**src/rtl/dac_pkg.sv**
```systemverilog
// Shared definitions for the multi-channel serial DAC master:
// frame geometry, default command nibble, FSM state type and frame packing.
package dac_pkg;

  localparam int         DAC_FRAME_W          = 32;
  localparam logic [3:0] DAC_CMD_WRITE_UPDATE = 4'b0011;
  localparam int         DAC_ADDR_W           = 4;
  localparam int         DAC_BITCNT_W         = 6;

  typedef enum logic [1:0] {
    IDLE,
    SETUP,
    SHIFT,
    GAP
  } dac_state_t;

  // Frame layout: 8 don't-care bits (sent as 0), command, address, left-justified data.
  function automatic logic [DAC_FRAME_W-1:0] dac_build_frame(
    input logic [3:0]            cmd,
    input logic [DAC_ADDR_W-1:0] addr,
    input logic [15:0]           data_left
  );
    return {8'h00, cmd, addr, data_left};
  endfunction

endpackage

```
**src/rtl/dac_rr_arbiter.sv**
```systemverilog
// Combinational round-robin picker: returns the first pending channel at or
// after rr_ptr, searching cyclically, plus a flag telling whether any was pending.
module dac_rr_arbiter #(
  parameter int CHANNELS = 4,
  parameter int PTR_W    = (CHANNELS > 1) ? $clog2(CHANNELS) : 1
) (
  input  logic [CHANNELS-1:0] pending,
  input  logic [PTR_W-1:0]    rr_ptr,
  output logic [PTR_W-1:0]    grant_idx,
  output logic                grant_valid
);

  logic [PTR_W-1:0] idx;

  // Walk offsets from farthest to nearest so the nearest pending channel wins last.
  always_comb begin
    grant_idx   = '0;
    grant_valid = 1'b0;
    idx         = '0;
    for (int off = CHANNELS - 1; off >= 0; off--) begin
      idx = PTR_W'((int'(rr_ptr) + off) % CHANNELS);
      if (pending[idx]) begin
        grant_idx   = idx;
        grant_valid = 1'b1;
      end
    end
  end

endmodule

```
**src/rtl/dac_multichannel_interface.sv**
```systemverilog
// Multi-channel SPI master for the serial DAC. Channels whose sample changed
// (or that are forced) are sent round-robin as 32-bit write-and-update frames.
// Optional MISO echo capture/compare is built when DAC_READBACK_EN is defined.
module dac_multichannel_interface
  import dac_pkg::*;
#(
  parameter int         CHANNELS    = 4,
  parameter int         DATA_W      = 12,
  parameter int         CLK_DIV     = 2,
  parameter logic [3:0] DAC_COMMAND = DAC_CMD_WRITE_UPDATE
) (
  input  logic                       CLK_IN,
  input  logic                       RST_IN,
  input  logic [CHANNELS*DATA_W-1:0] DATA_IN,
  input  logic                       UPDATE_ALL,
  input  logic                       SPI_MISO,
  output logic                       SPI_MOSI,
  output logic                       SPI_SCK,
  output logic                       DAC_CS,
  output logic                       DAC_CLR,
  output logic                       BUSY,
  output logic [31:0]                RDBK_DATA,
  output logic                       RDBK_VALID,
  output logic                       RDBK_MISMATCH
);

  localparam int PTR_W = (CHANNELS > 1) ? $clog2(CHANNELS) : 1;
  localparam int DIV_W = (CLK_DIV > 1) ? $clog2(CLK_DIV) : 1;
  localparam logic [DIV_W-1:0]        DIV_LAST = DIV_W'(CLK_DIV - 1);
  localparam logic [DAC_BITCNT_W-1:0] BIT_LAST = DAC_BITCNT_W'(DAC_FRAME_W - 1);

  dac_state_t             state_reg;
  logic [DIV_W-1:0]       div_cnt_reg;
  logic [DAC_BITCNT_W-1:0] bit_cnt_reg;
  logic [DAC_FRAME_W-1:0] shift_reg;
  logic                   cs_reg, sck_reg, mosi_reg, busy_reg, clr_reg;
  logic [PTR_W-1:0]       rr_reg, rr_next;
  logic [CHANNELS-1:0]    force_reg, force_next;
  logic [DATA_W-1:0]      last_sent_reg [CHANNELS];

  logic [DATA_W-1:0]      data_slice [CHANNELS];
  logic [CHANNELS-1:0]    pending;
  logic [PTR_W-1:0]       grant_idx;
  logic                   grant_valid;
  logic [DAC_FRAME_W-1:0] frame_word;
  logic                   div_done, load_now, cs_rise;

  for (genvar gi = 0; gi < CHANNELS; gi++) begin : g_chan
    assign data_slice[gi] = DATA_IN[gi*DATA_W +: DATA_W];
    assign pending[gi]    = (data_slice[gi] != last_sent_reg[gi]) || force_reg[gi];
  end

  dac_rr_arbiter #(
    .CHANNELS (CHANNELS),
    .PTR_W    (PTR_W)
  ) u_arb (
    .pending     (pending),
    .rr_ptr      (rr_reg),
    .grant_idx   (grant_idx),
    .grant_valid (grant_valid)
  );

  assign frame_word = dac_build_frame(DAC_COMMAND, DAC_ADDR_W'(grant_idx),
                                      16'(data_slice[grant_idx]) << (16 - DATA_W));
  assign div_done   = (div_cnt_reg == DIV_LAST);
  assign load_now   = (state_reg == IDLE) && grant_valid;
  assign cs_rise    = (state_reg == SHIFT) && !sck_reg && div_done && (bit_cnt_reg == BIT_LAST);
  assign rr_next    = (grant_idx == PTR_W'(CHANNELS - 1)) ? '0 : grant_idx + 1'b1;

  // Force bits clear on load, but a simultaneous UPDATE_ALL re-marks everything.
  always_comb begin
    force_next = force_reg;
    if (load_now) force_next[grant_idx] = 1'b0;
    if (UPDATE_ALL) force_next = '1;
  end

  // Frame sequencer: IDLE -> SETUP -> SHIFT (32 SCK periods) -> GAP, with registered pins.
  always_ff @(posedge CLK_IN or posedge RST_IN) begin
    if (RST_IN) begin
      state_reg   <= IDLE;
      div_cnt_reg <= '0;
      bit_cnt_reg <= '0;
      shift_reg   <= '0;
      cs_reg      <= 1'b1;
      sck_reg     <= 1'b0;
      mosi_reg    <= 1'b0;
      busy_reg    <= 1'b0;
      clr_reg     <= 1'b0;
      rr_reg      <= '0;
      force_reg   <= '1;
      for (int k = 0; k < CHANNELS; k++) last_sent_reg[k] <= '0;
    end else begin
      clr_reg   <= 1'b1;
      force_reg <= force_next;
      case (state_reg)
        IDLE: begin
          div_cnt_reg <= '0;
          if (grant_valid) begin
            state_reg                <= SETUP;
            shift_reg                <= frame_word;
            mosi_reg                 <= frame_word[DAC_FRAME_W-1];
            cs_reg                   <= 1'b0;
            busy_reg                 <= 1'b1;
            bit_cnt_reg              <= '0;
            rr_reg                   <= rr_next;
            last_sent_reg[grant_idx] <= data_slice[grant_idx];
          end
        end
        SETUP: begin
          if (div_done) begin
            div_cnt_reg <= '0;
            sck_reg     <= 1'b1;
            state_reg   <= SHIFT;
          end else begin
            div_cnt_reg <= div_cnt_reg + 1'b1;
          end
        end
        SHIFT: begin
          if (!div_done) begin
            div_cnt_reg <= div_cnt_reg + 1'b1;
          end else begin
            div_cnt_reg <= '0;
            if (sck_reg) begin
              // Falling edge: present the next bit; zeros follow bit 0.
              sck_reg   <= 1'b0;
              shift_reg <= {shift_reg[DAC_FRAME_W-2:0], 1'b0};
              mosi_reg  <= shift_reg[DAC_FRAME_W-2];
            end else if (bit_cnt_reg == BIT_LAST) begin
              state_reg <= GAP;
              cs_reg    <= 1'b1;
              mosi_reg  <= 1'b0;
            end else begin
              sck_reg     <= 1'b1;
              bit_cnt_reg <= bit_cnt_reg + 1'b1;
            end
          end
        end
        GAP: begin
          if (div_done) begin
            div_cnt_reg <= '0;
            busy_reg    <= 1'b0;
            state_reg   <= IDLE;
          end else begin
            div_cnt_reg <= div_cnt_reg + 1'b1;
          end
        end
        default: state_reg <= IDLE;
      endcase
    end
  end

  assign SPI_MOSI = mosi_reg;
  assign SPI_SCK  = sck_reg;
  assign DAC_CS   = cs_reg;
  assign DAC_CLR  = clr_reg;
  assign BUSY     = busy_reg;

`ifdef DAC_READBACK_EN
  logic                   sck_rise;
  logic [DAC_FRAME_W-1:0] rx_reg, cur_frame_reg, prev_frame_reg, rdbk_data_reg;
  logic                   has_prev_reg, rdbk_valid_reg, rdbk_mm_reg;

  assign sck_rise = ((state_reg == SETUP) && div_done) ||
                    ((state_reg == SHIFT) && !sck_reg && div_done && (bit_cnt_reg != BIT_LAST));

  // Capture MISO on SCK rise; at frame end compare against the frame sent before this one.
  always_ff @(posedge CLK_IN or posedge RST_IN) begin
    if (RST_IN) begin
      rx_reg         <= '0;
      cur_frame_reg  <= '0;
      prev_frame_reg <= '0;
      rdbk_data_reg  <= '0;
      has_prev_reg   <= 1'b0;
      rdbk_valid_reg <= 1'b0;
      rdbk_mm_reg    <= 1'b0;
    end else begin
      rdbk_valid_reg <= cs_rise;
      rdbk_mm_reg    <= 1'b0;
      if (load_now) begin
        cur_frame_reg  <= frame_word;
        prev_frame_reg <= cur_frame_reg;
      end
      if (sck_rise) rx_reg <= {rx_reg[DAC_FRAME_W-2:0], SPI_MISO};
      if (cs_rise) begin
        rdbk_data_reg <= rx_reg;
        rdbk_mm_reg   <= has_prev_reg && (rx_reg != prev_frame_reg);
        has_prev_reg  <= 1'b1;
      end
    end
  end

  assign RDBK_DATA     = rdbk_data_reg;
  assign RDBK_VALID    = rdbk_valid_reg;
  assign RDBK_MISMATCH = rdbk_mm_reg;
`else
  logic unused_miso;
  assign unused_miso   = SPI_MISO ^ cs_rise;
  assign RDBK_DATA     = '0;
  assign RDBK_VALID    = 1'b0;
  assign RDBK_MISMATCH = 1'b0;
`endif

endmodule

```
**config.mk**
```make
export PLATFORM = sky130hd
export DESIGN_NAME = dac_multichannel_interface
export DESIGN_NICKNAME = d
export VERILOG_FILES = /design/src/rtl/dac_pkg.sv /design/src/rtl/dac_rr_arbiter.sv /design/src/rtl/dac_multichannel_interface.sv
export SDC_FILE = /design/constraint.sdc
export NUM_CORES = 1
export LEC_CHECK = 0
export BUFFER_PORTS_ARGS = -buffer_cell sky130_fd_sc_hd__buf_2
export CORE_UTILIZATION = 44
export DETAILED_ROUTE_END_ITERATION = 10
export GPL_TIMING_DRIVEN = 0
export HOLD_SLACK_MARGIN = 0.05
export PLACE_DENSITY_LB_ADDON = 0.2
export SYNTH_ARGS = -nofsm -noshare
export SYNTH_HDL_FRONTEND = slang
export SYNTH_HIERARCHICAL = 1
export SYNTH_SLANG_ARGS = --single-unit
```
**constraint.sdc**
```tcl
create_clock -name CLK_IN -period 5.05 [get_ports CLK_IN]
set_clock_uncertainty 0.05 [all_clocks]
set_input_delay 0.7575 -clock CLK_IN [delete_from_list [all_inputs] [get_ports CLK_IN]]
set_output_delay 0.7575 -clock CLK_IN [all_outputs]
set_load 0.01 [all_outputs]
```
# --- Word-level counts from Yosys, hierarchy flattened ---
# Cells that the tools add are included.
# Widths: inputs -> output; s select.
op_classes:
  muxes: 62
  n_lt_le_gt_ge: 8
  add_sub_neg: 6
  n_reduce_logical: 21
  n_bitwise: 3
  eq_ne: 18
op_table:
  columns: ["op", "count"]
  rows:
  - ["$mux 31", 3]
  - ["$pmux 31 s2", 1]
  - ["$bwmux 48", 1]
  - ["$ne 12x12->1", 4]
  - ["$mux 12", 3]
  - ["$bmux 12 s2", 1]
  - ["$demux 12 s2", 1]
  - ["$mux 6", 4]
  - ["$mux 1", 23]
  - ["$mux 2", 11]
  - ["$lt 2x3->1 const B", 5]
  - ["$ne 2x2->1 const B", 7]
  - ["$pmux 6 s2", 1]
  - ["$pmux 1 s2", 5]
  - ["$reduce_and 5->1", 2]
  - ["$bmux 1 s2", 4]
  - ["$mux 4", 2]
  - ["$pmux 2 s4", 1]
  - ["$reduce_and 4->1", 2]
  - ["$reduce_bool 2->1", 4]
  - ["$add 6x1->6 const B", 1]
  - ["$eq 2x2->1 const B", 3]
  - ["$eq 6x5->1 const B", 1]
  - ["$reduce_and 3->1", 2]
  - ["19 further kinds", 26]
word_totals:
  out_inout_bits: 39
  in_bits: 52
  ff_bits: 99
  word_cells: 133

# --- Logic depth before layout (Yosys ltp) ---
# Gate-level depths: netlist (run 1).
logic_depth:
  word_depth: 16
  mapped_depth: 15
  depth_no_buf: 12

# --- Cells and area by module ---
# The synthesis (run 1) kept the hierarchy.
by_module_without_submodules:
  columns: ["module", "area_per_inst_um2", "instances", "seq_area_each_um2", "cells_per_inst"]
  rows:
  - ["dac_multichannel_interface", 5134.9, 1, 2383.5, 537]
  - ["dac_rr_arbiter", 77.6, 1, 0.0, 13]

# --- Worst setup path after synthesis (run 1) ---
# No wires, ideal clock.
synth_path:
  path_type: "input to register"
  start: "in DATA_IN[34]"
  end: "reg last_sent_reg[46] in the netlist's numbering"
  setup_time_ns: 0.134
  path_stages: 13
  t_required_ns: 4.866
  setup_slack_ns: 1.445
  path_buffers: 2
  t_arrival_ns: 3.422
  path_cell_list: "xor2_1 > nor4_1 > nand4_1 > or4_1 > nand2_1 > nor2_1 > a211oi_2 > inv_1 > clkbuf_1 > ha_1 > nand2_1 > clkbuf_1 > o21ai_0"
synth_between:
  elab_chain_len: 14
  word_cells_on_any_way: 29
  classes_between: "order compare (2); eq/ne (1); mux (22); bitwise (1); reduce/logical (3)"
synth_lines:
  columns: ["item", "line_no", "source"]
  rows:
  - ["from (decl)", "dac_multichannel_interface.sv:14", "input logic [CHANNELS*DATA_W-1:0] DATA_IN,"]
  - ["$ne 12x12->1 *", "dac_multichannel_interface.sv:50", "assign pending[gi] = (data_slice[gi] != last_sent_reg[gi]) || force_reg[gi];"]
  - ["$logic_or 1x1->1 *", "dac_multichannel_interface.sv:50", null]
  - ["net pending[2]", "dac_multichannel_interface.sv:42", "logic [CHANNELS-1:0] pending;"]
  - ["$bmux 1 s2", "dac_rr_arbiter.sv:22", "if (pending[idx]) begin"]
  - ["$mux 1 (implied by the code)", "dac_rr_arbiter.sv:22", null]
  - ["$mux 2 (3 in series)", "dac_rr_arbiter.sv:22", null]
  - ["$mux 2 *", "dac_rr_arbiter.sv:22", null]
  - ["net frame_word[16]", "dac_multichannel_interface.sv:45", "logic [DAC_FRAME_W-1:0] frame_word;"]
  - ["$not 2->3 (implied by the code) *", "dac_multichannel_interface.sv:106", "last_sent_reg[grant_idx] <= data_slice[grant_idx];"]
  - ["$ge 3x3->1 (implied by the code) / $lt 3x1->1 (equally long branches)", "dac_multichannel_interface.sv:106", null]
  - ["$logic_and 1x1->1 (implied by the code)", "dac_multichannel_interface.sv:106", null]
  - ["$mux 12 (implied by the code)", "dac_multichannel_interface.sv:106", null]
  - ["$demux 12 s2", "dac_multichannel_interface.sv:106", null]
  - ["$bwmux 48 *", "dac_multichannel_interface.sv:106", null]
  - ["to (signal, indexed assignment)", "dac_multichannel_interface.sv:106", null]
  - ["to (decl)", "dac_multichannel_interface.sv:39", "logic [DATA_W-1:0] last_sent_reg [CHANNELS];"]
# The timed path passes the listed nets; every way through them passes the cells marked *. The select of a mux whose other input is x is not followed.
# A chain may end at the register's enable or synchronous reset.

# --- Final worst setup path (run 1) ---
layout_path:
  start: "in DATA_IN[34]"
  end: "reg last_sent_reg[44] in the netlist's numbering"
# Same word-level chain as after synthesis.

==> results of run 1 <==
-- stage by stage --
step	total power [mW]	hold WS (ns)	instance area (sq um)	cells
6_report	1.643	0.4295	6142	798
5_1_grt	1.697	0.4656	6142	798
4_1_cts	1.657	0.4310	6142	798
3_5_place_dp	0.9303	0.4158	5821	782
3_3_place_gp	0.9253	0.4087	5791	781
2_1_floorplan	0.8727	0.3963	5336	583
-- synthesized netlist by cell type (10+ instances only) --
master / n
o211ai_1: 11
mux2i_1: 25
dfrtp_1: 90
nand4_1: 10
xor2_1: 20
a22o_1: 12
a21oi_1: 19
nor2_1: 18
clkbuf_1: 14
o21ai_0: 48
ha_1: 10
nand2_1: 115
xnor2_1: 28
nor2b_1: 11
buf_4: 36
-- path summary, 6_finish.rpt --
check / start / end
min in group CLK_IN: shift_reg[13] / shift_reg[13]
setup reg to reg: last_sent_reg[22] / last_sent_reg[44]
max in group asynchronous: RST_IN / force_reg[0]
hold / removal: RST_IN / bit_cnt_reg[1]
setup / recovery: DATA_IN[34] / last_sent_reg[44]
hold reg to reg: shift_reg[13] / shift_reg[13]
-- critical path, cell delays in order --
cell      delay (ns)
buf_2           0.12
xor2_1          0.14
nor4_1          0.32
nand4_1         0.16
or4_1           0.62
nand2b_1        0.12
a21oi_1         0.09
a211oi_2        0.60
inv_1           0.19
clkbuf_1        0.34
ha_1            0.31
nand2_1         0.20
clkbuf_1        0.43
nand2_1         0.11
o21ai_0         0.10
-- cells by family after synthesis --
family / count (synthesis) / synth area share, %
DFF: 95 / 45.73
AOI/OAI and AO/OA: 112 / 13.51
muxes: 33 / 6.745
and+or+nand+nor: 182 / 15.70
adders and majority gates: 10 / 2.400
xor gates and xnor gates: 48 / 8.065
other: 2 / 0.1441
buffers and inverters: 68 / 7.705
-- layout make-up --
| class | instances | share of cell area, % |
|---|---|---|
| Multi-Input combinational cell | 420 | 41.54 |
| Inverter | 9 | 0.5908 |
| Clock buffer | 14 | 4.624 |
| Clock inverter | 2 | 0.6111 |
| Tap cell | 143 | 2.913 |
| Buffer | 59 | 5.989 |
| Sequential cell | 95 | 38.81 |
| Timing Repair Buffer | 56 | 4.930 |
-- per-layer routing --
layer  vias up  routed length [microns]  track usage, %
met5         -                        0               0
met4         0                      417           9.156
met1      2047                     5958           30.74
met2        96                     6561           37.60
met3        23                      647           5.358
li1       2004                        -               -
-- power groups by stage --
stage | clock, mW | sequential [mW] | combinational, mW
2_1_floorplan | 0 | 0.790 | 0.0822
3_3_place_gp | 0 | 0.791 | 0.134
3_5_place_dp | 0 | 0.792 | 0.139
4_1_cts | 0.740 | 0.777 | 0.139
5_1_grt | 0.767 | 0.778 | 0.153
6_report | 0.727 | 0.777 | 0.139
==> impl_metrics.py, run 1 <==
metrics = {
    "run_status": {
        "status": "completed",
    },
    "worst_setup_path": {
        "r2r_cells": 14,
        "crit_fanout": 11,
        "crit_arrival_ns": 4.60,
        "rrSetupSlack_ns": 0.78,
        "start_kind": "input pin",
        "worst_ep_required_time_ns": 5.26,
        "endpoint_kind": "flip-flop",
        "critPathKind": "in -> reg",
    },
    "pwr": {
        "netSwitchingFraction_pct": 22.81,
        "clock_power_share_pct": 44.2,
        "p_leak_nw": 2.917,
        "peakVddDrop_mv": 0.3118,
        "power_density_nw_per_um2": 267.5,
        "intPower_mw": 1.268,
        "power_frac_seq_pct": 47.3,
        "p_comb_share_pct": 8.5,
        "p_sw_mw": 0.3748,
    },
    "floorplan": {
        "die_x_microns": 110.8,
        "io-pin-count": 91,
        "row_count": 39,
        "die_area_sq_um": 12290,
        "design.core.area_sq_um": 11470,
        "die_height_microns": 110.8,
        "start_util_pct": 45.46,
    },
    "layout": {
        "n_antenna_cell": 0,
        "seqCellArea_sq_um": 2384,
        "layout_common_cells": "115 x nand2_1, 90 x dfrtp_1, 64 x buf_2",
        "nFillCells": 1073,
        "final_common_cell": "nand2_1",
        "multi_input_area_sq_um": 2551,
        "area_growth_pct": 17.83,
        "nets": 712,
        "fin_util_pct": 53.56,
        "largest_register_ffs": 48,
        "drive_gt1_share_pct": 20.31,
    },
    "placement": {
        "port_buffers": 55,
        "dpl_worst_slack_ns": 0.3208,
        "hpwlAfterDp_mm": 10.15,
        "gp_congestion": 0.9083,
    },
    "sta": {
        "worst_slack_ns": 0.6569,
        "period_minus_slack_ns": 4.393,
        "drv_slew": 0,
        "tightest_slew_ns": 0.7416,
        "setup_tns_ns": 0,
        "grt_setup_unrepaired": "false",
        "period_share_pct": 86.99,
        "setup_viol": 0,
        "max_freq_ghz": 0.2276,
        "relSlewSlack_pct": 50.47,
        "hold_viol_final": 0,
    },
    "route": {
        "drc_errors": 0,
        "dr.pass1.iters": 4,
        "viasPerCell": 5.226,
        "num_vias": 4170,
        "drt-total-wl_mm": 13.58,
        "dr.first_iter.drc_count": 286,
        "drtAntennaViolNets": 0,
        "wl_per_cell_microns": 17.02,
    },
    "global_routing": {
        "grt_max_degree": 53,
        "grtUsageTotal_pct": 23.43,
        "antenna_found_initial": 0,
        "grt_pass1_wl_mm": 22.15,
        "grt_pass1_vias": 4195,
        "grt_overflow": 0,
    },
    "synth": {
        "synthDistinctLibCells": 46,
        "synth-seq-cells": 95,
        "synth_warnings": 6,
        "synth.avg_cell_area_sq_um": 9.477,
        "ys_top_cells_by_area": "dfrtp_1 43%, nand2_1 8.3%, buf_4 5.2%",
        "synth_edf_count": 0,
        "synthArstFlopShare_pct": 100.0,
        "synth_cells": 550,
        "synthFlopType": "dfrtp_1",
        "syn_area_sq_um": 5212,
        "yosysSeqAreaShare_pct": 45.73,
        "yosysTopAreaCell": "dfrtp_1",
        "synth_top_area_share_pct": 43.21,
    },
    "clocking": {
        "tritoncts": "yes",
        "cts-buffers-inserted": 9,
        "postCtsSetupRepairBufs": 0,
        "cts-resized-gates": 0,
        "cts_sinks": 95,
        "path_clk_slew_ns": 0.06,
        "clk_latency_ns": 0.35,
        "clockRootBuffer": "clkbuf_16",
        "clock_path_buffers": 2,
        "htreeDepth": 3,
        "postCtsHoldBufs": 0,
    },
    "job": {
        "cap_violations": 0,
    },
    "min_path": {
        "min_path_type": "in -> async",
    },
}
(Power assumes the default switching activity.)
==> run 2: changes to the inputs <==
--- a/config.mk
+++ b/config.mk
@@ -6,6 +6,7 @@
 export NUM_CORES = 1
 export LEC_CHECK = 0
 export BUFFER_PORTS_ARGS = -buffer_cell sky130_fd_sc_hd__buf_2
+export CORE_MARGIN = 2
 export CORE_UTILIZATION = 44
 export DETAILED_ROUTE_END_ITERATION = 10
 export GPL_TIMING_DRIVEN = 0
==> run 2 against run 1 <==
Clock power down 2%. Critical path depth fell by 1. Core utilization decreased by 0.17 points. Critical path type unchanged. Sequential power is essentially flat. Wire length fell by 1.4%. Cell area is 0.33% lower. Highest routed layer unchanged. Die area grew 3.6%.
==> impl_metrics.py, run 2 (synthesized netlist as in run 1, its figures left out) <==
metrics = {
    "layout": {
        "nets": 712,
        "drive_gt1_share_pct": 20.46,
        "n_antenna_cell": 0,
        "nFillCells": 1072,
        "final_common_cell": "nand2_1",
        "largest_register_ffs": 48,
        "area_growth_pct": 17.45,
        "fin_area_sq_um": 6122,
        "multi_input_area_sq_um": 2551,
        "seqCellArea_sq_um": 2384,
        "layout_common_cells": "115 x nand2_1, 90 x dfrtp_1, 64 x buf_2",
    },
    "sta": {
        "tightest_slew_ns": 0.6976,
        "period_share_pct": 85.94,
        "max_freq_ghz": 0.2304,
        "drv_slew": 0,
        "holdWs_ns": 0.4301,
        "hold_viol_final": 0,
        "relSlewSlack_pct": 53.49,
        "period_minus_slack_ns": 4.340,
        "setup_viol": 0,
        "grt_setup_unrepaired": "false",
        "setup_tns_ns": 0,
    },
    "worst_setup_path": {
        "endpoint_kind": "flip-flop",
        "crit_fanout": 11,
        "worst_ep_required_time_ns": 5.21,
        "r2r_cells": 13,
        "crit_arrival_ns": 4.50,
        "start_kind": "input pin",
        "critPathKind": "in -> reg",
    },
    "run_status": {
        "status": "completed",
    },
    "floorplan": {
        "io-pin-count": 91,
        "die_height_microns": 112.8,
        "start_util_pct": 45.46,
        "design.core.area_sq_um": 11470,
        "die_x_microns": 112.8,
        "row_count": 39,
        "die_area_sq_um": 12730,
    },
    "job": {
        "cap_violations": 0,
    },
    "clocking": {
        "htreeDepth": 3,
        "postCtsHoldBufs": 0,
        "path_clk_slew_ns": 0.07,
        "clk_latency_ns": 0.35,
        "cts-resized-gates": 0,
        "cts_sinks": 95,
        "postCtsSetupRepairBufs": 0,
        "tritoncts": "yes",
        "clock_path_buffers": 2,
        "clockRootBuffer": "clkbuf_16",
        "cts-buffers-inserted": 9,
    },
    "route": {
        "drt-total-wl_mm": 13.40,
        "dr.pass1.iters": 5,
        "wl_per_cell_microns": 16.79,
        "dr.first_iter.drc_count": 322,
        "viasPerCell": 5.201,
        "drtAntennaViolNets": 0,
        "num_vias": 4150,
        "drc_errors": 0,
    },
    "placement": {
        "hpwlAfterDp_mm": 10.09,
        "gp_congestion": 0.8747,
        "port_buffers": 55,
        "postPlaceCellArea_sq_um": 5813,
    },
    "global_routing": {
        "grt_pass1_wl_mm": 21.82,
        "grt_overflow": 0,
        "antenna_found_initial": 0,
        "grtUsageTotal_pct": 22.19,
        "grt_max_degree": 56,
        "grt_pass1_vias": 4117,
    },
    "pwr": {
        "p_leak_nw": 2.910,
        "p_comb_share_pct": 8.5,
        "power_frac_seq_pct": 47.8,
        "netSwitchingFraction_pct": 23.84,
        "peakVddDrop_mv": 0.2485,
        "intPower_mw": 1.239,
        "clock_power_share_pct": 43.8,
        "power_density_nw_per_um2": 265.8,
        "p_sw_mw": 0.3880,
    },
    "min_path": {
        "min_path_cells": 2,
        "min_path_type": "reg -> reg",
    },
}
[run 2: changes by cell type in the layout (fill, tap and decap cells not counted), sizes merged]
cell    delta
clkbuf     -3
clkinv     +3
[run 2: power groups by stage]
stage	Clock [mW]	Sequential [mW]	Combinational, mW
2_1_floorplan	0	0.790	0.0822
3_3_place_gp	0	0.791	0.134
3_5_place_dp	0	0.791	0.138
4_1_cts	0.723	0.777	0.138
5_1_grt	0.754	0.778	0.152
6_report	0.712	0.777	0.138
[run 2: path summary, 6_finish.rpt]
check / to / startpoint / slack, ns
max reg2reg: last_sent_reg[15] / last_sent_reg[22] / 0.83
min in group asynchronous: last_sent_reg[24] / RST_IN / 0.47
min: shift_reg[13] / shift_reg[13] / 0.43
min reg2reg: shift_reg[13] / shift_reg[13] / 0.43
max in group asynchronous: force_reg[2] / RST_IN / 3.76
max: last_sent_reg[15] / DATA_IN[34] / 0.71
[run 2: critical path, cell delays in order]
cell,delay (ns)
buf_2,0.12
xor2_1,0.14
nor4_1,0.32
nand4_1,0.16
or4_1,0.62
nand2b_1,0.11
a21oi_1,0.08
a211oi_2,0.55
inv_1,0.19
clkbuf_1,0.35
ha_1,0.31
nand2_1,0.17
clkbuf_1,0.42
o21ai_0,0.19
[run 2: routing by layer]
layer  wire (microns)  global-route usage, %  up-vias
met5                0                      0        -
met4              427                  7.724        0
met3              777                  5.196       19
met2             6299                  35.57      126
met1             5890                  29.70     2005
li1                 -                      -     2000
[run 2: through the flow]
stage               utilization [%]  worst slack (ns)  cells  total power, mW
floorplan                         -             1.445    583           0.8727
global placement              50.50            0.3703    781           0.9255
detailed placement            50.69            0.3708    782           0.9293
CTS                           53.39            0.7145    798            1.638
global route                  53.39            0.3849    798            1.684
finish                        53.39            0.7098    798            1.627
[run 2: final cells by class]
cell class	count	share of cell area (%)
multi-input cells	420	41.67
flip-flops and latches	95	38.93
plain buffers	59	6.009
repair buffers	56	4.823
clock buffers	11	4.128
well taps	143	2.923
clock inverters	5	0.9197
inverters	9	0.5927
==> run 3: changes to the inputs <==
--- a/config.mk
+++ b/config.mk
@@ -6,6 +6,8 @@
 export NUM_CORES = 1
 export LEC_CHECK = 0
 export BUFFER_PORTS_ARGS = -buffer_cell sky130_fd_sc_hd__buf_2
+export CELL_PAD_IN_SITES_DETAIL_PLACEMENT = 0
+export CELL_PAD_IN_SITES_GLOBAL_PLACEMENT = 1
 export CORE_MARGIN = 2
 export CORE_UTILIZATION = 44
 export DETAILED_ROUTE_END_ITERATION = 10
==> constraint.sdc (replaced) <==
create_clock -name CLK_IN -period 5.05 [get_ports CLK_IN]
set_clock_uncertainty 0.05 [all_clocks]
set_input_delay 0.7575 -clock CLK_IN [delete_from_list [all_inputs] [get_ports CLK_IN]]
set_output_delay 0.7575 -clock CLK_IN [all_outputs]
set_load 0.005 [all_outputs]
==> run 3 against run 2 <==
Combinational power is 4% lower. Clock-buffer cell count down 1. Total power fell by 3.8%. First-iteration DRC count fell by 28%. Die area unchanged. Register-to-register slack better by 0.05 ns. Critical path type unchanged. Largest power group unchanged.
==> impl_metrics.py, run 3 (synthesized netlist as in run 1, its figures left out) <==
metrics = {
    "layout": {
        "instances_no_fill": 798,
        "multi_input_area_sq_um": 2551,
        "largest_register_ffs": 48,
        "seqCellArea_sq_um": 2384,
        "final_common_cell": "nand2_1",
        "layout_common_cells": "115 x nand2_1, 90 x dfrtp_1, 64 x buf_2",
        "drive_gt1_share_pct": 20.46,
        "nFillCells": 1119,
        "nets": 712,
        "n_antenna_cell": 0,
        "area_growth_pct": 17.07,
    },
    "sta": {
        "period_minus_slack_ns": 4.296,
        "period_share_pct": 85.07,
        "max_freq_ghz": 0.2328,
        "relSlewSlack_pct": 52.04,
        "hold_viol_final": 0,
        "setup_tns_ns": 0,
        "drv_slew": 0,
        "setup_viol": 0,
        "grt_setup_unrepaired": "false",
        "tightest_slew_ns": 0.7181,
    },
    "worst_setup_path": {
        "crit_family": "simple AND/OR/NAND/NOR gates",
        "endpoint_kind": "flip-flop",
        "slowest_stage": "a211oi_2",
        "rrSetupSlack_ns": 0.88,
        "crit_path_max_incr_delay_ns": 0.62,
        "worstSetupPathDepth": 15,
        "path_common_cell": "nand2_1",
        "crit_arrival_ns": 4.51,
        "crit_buf_inv": 4,
        "worst_ep_required_time_ns": 5.27,
        "crit_chain": "buf_2 -> xor2_1 -> nor4_1 -> nand4_1 -> or4_1 -> nand2_1 -> nor2_1 -> a211oi_2 -> inv_1 -> clkbuf_1 -> ha_1 -> nand2_1 -> clkbuf_1 -> nand2_1 -> o21ai_0",
        "crit_fanout": 11,
        "r2r_cells": 14,
        "start_kind": "input pin",
        "critPathKind": "in -> reg",
    },
    "pwr": {
        "power_frac_seq_pct": 49.7,
        "peakVddDrop_mv": 0.1779,
        "p_comb_share_pct": 8.5,
        "netSwitchingFraction_pct": 24.70,
        "intPower_mw": 1.178,
        "p_leak_nw": 2.897,
        "clock_power_share_pct": 41.8,
        "p_sw_mw": 0.3865,
        "power_density_nw_per_um2": 256.4,
    },
    "floorplan": {
        "design.core.area_sq_um": 11470,
        "row_count": 39,
        "start_util_pct": 45.46,
        "die_x_microns": 112.8,
        "die_area_sq_um": 12730,
        "io-pin-count": 91,
        "die_height_microns": 112.8,
    },
    "route": {
        "drt-total-wl_mm": 13.80,
        "drc_errors": 0,
        "wl_per_cell_microns": 17.29,
        "dr.pass1.iters": 5,
        "num_vias": 4136,
        "drtAntennaViolNets": 0,
        "viasPerCell": 5.183,
        "dr.first_iter.drc_count": 232,
    },
    "job": {
        "cap_violations": 0,
    },
    "global_routing": {
        "grtUsageTotal_pct": 22.92,
        "grt_pass1_vias": 4053,
        "grt_pass1_wl_mm": 22.24,
        "grt_overflow": 0,
        "antenna_found_initial": 0,
        "grt_max_degree": 52,
    },
    "clocking": {
        "clock_path_buffers": 2,
        "cts-resized-gates": 0,
        "cts-buffers-inserted": 9,
        "path_clk_slew_ns": 0.07,
        "cts_sinks": 95,
        "clk_latency_ns": 0.36,
        "tritoncts": "yes",
        "clockRootBuffer": "clkbuf_16",
        "htreeDepth": 3,
        "postCtsHoldBufs": 0,
        "postCtsSetupRepairBufs": 0,
    },
    "placement": {
        "gp_congestion": 0.8454,
        "placed_cells": 782,
        "hpwlAfterDp_mm": 10.35,
        "port_buffers": 55,
    },
    "run_status": {
        "status": "completed",
    },
    "min_path": {
        "min_path_type": "in -> async",
    },
}
## run 3: routing by layer
metal  GRT usage (%)  wire length (microns)
met1           31.57                   6326
met2           37.17                   6580
met3           4.446                    694
met4           6.423                    198
met5               0                      0
## run 3: worst paths after layout
check	from	endpoint
setup / recovery	DATA_IN[34]	last_sent_reg[42]
hold / removal	RST_IN	DAC_CLR
setup reg to reg	last_sent_reg[22]	last_sent_reg[42]
hold reg to reg	shift_reg[11]	shift_reg[11]
max in group asynchronous	RST_IN	last_sent_reg[9]
min in group CLK_IN	shift_reg[11]	shift_reg[11]
## run 3: cell type report
type | count | area share, %
Clock inverter | 6 | 0.6972
Sequential cell | 95 | 39.06
Tap cell | 143 | 2.932
Inverter | 9 | 0.5946
Buffer | 59 | 6.028
Timing Repair Buffer | 56 | 4.962
Clock buffer | 10 | 3.916
Multi-Input combinational cell | 420 | 41.81
## run 3: power by group through the flow
stage	clock (mW)	sequential [mW]	combinational (mW)
after detailed placement	0	0.792	0.132
after CTS	0.669	0.778	0.133
after global placement	0	0.792	0.127
after floorplan	0	0.790	0.0763
final	0.654	0.778	0.132
after global routing	0.712	0.779	0.146
## run 3: stage by stage
step / worst slack, ns / power, mW / hold WS [ns] / cell area (sq um) / utilization (%)
final: 0.7541 / 1.565 / 0.4267 / 6102 / 53.21
after global routing: 0.4850 / 1.636 / 0.4417 / 6102 / 53.21
after CTS: 0.8011 / 1.580 / 0.4298 / 6102 / 53.21
after detailed placement: 0.4354 / 0.9248 / 0.4135 / 5821 / 50.76
after global placement: 0.4789 / 0.9194 / 0.4128 / 5791 / 50.50
after floorplan: 1.445 / 0.8666 / 0.3963 / 5336 / -
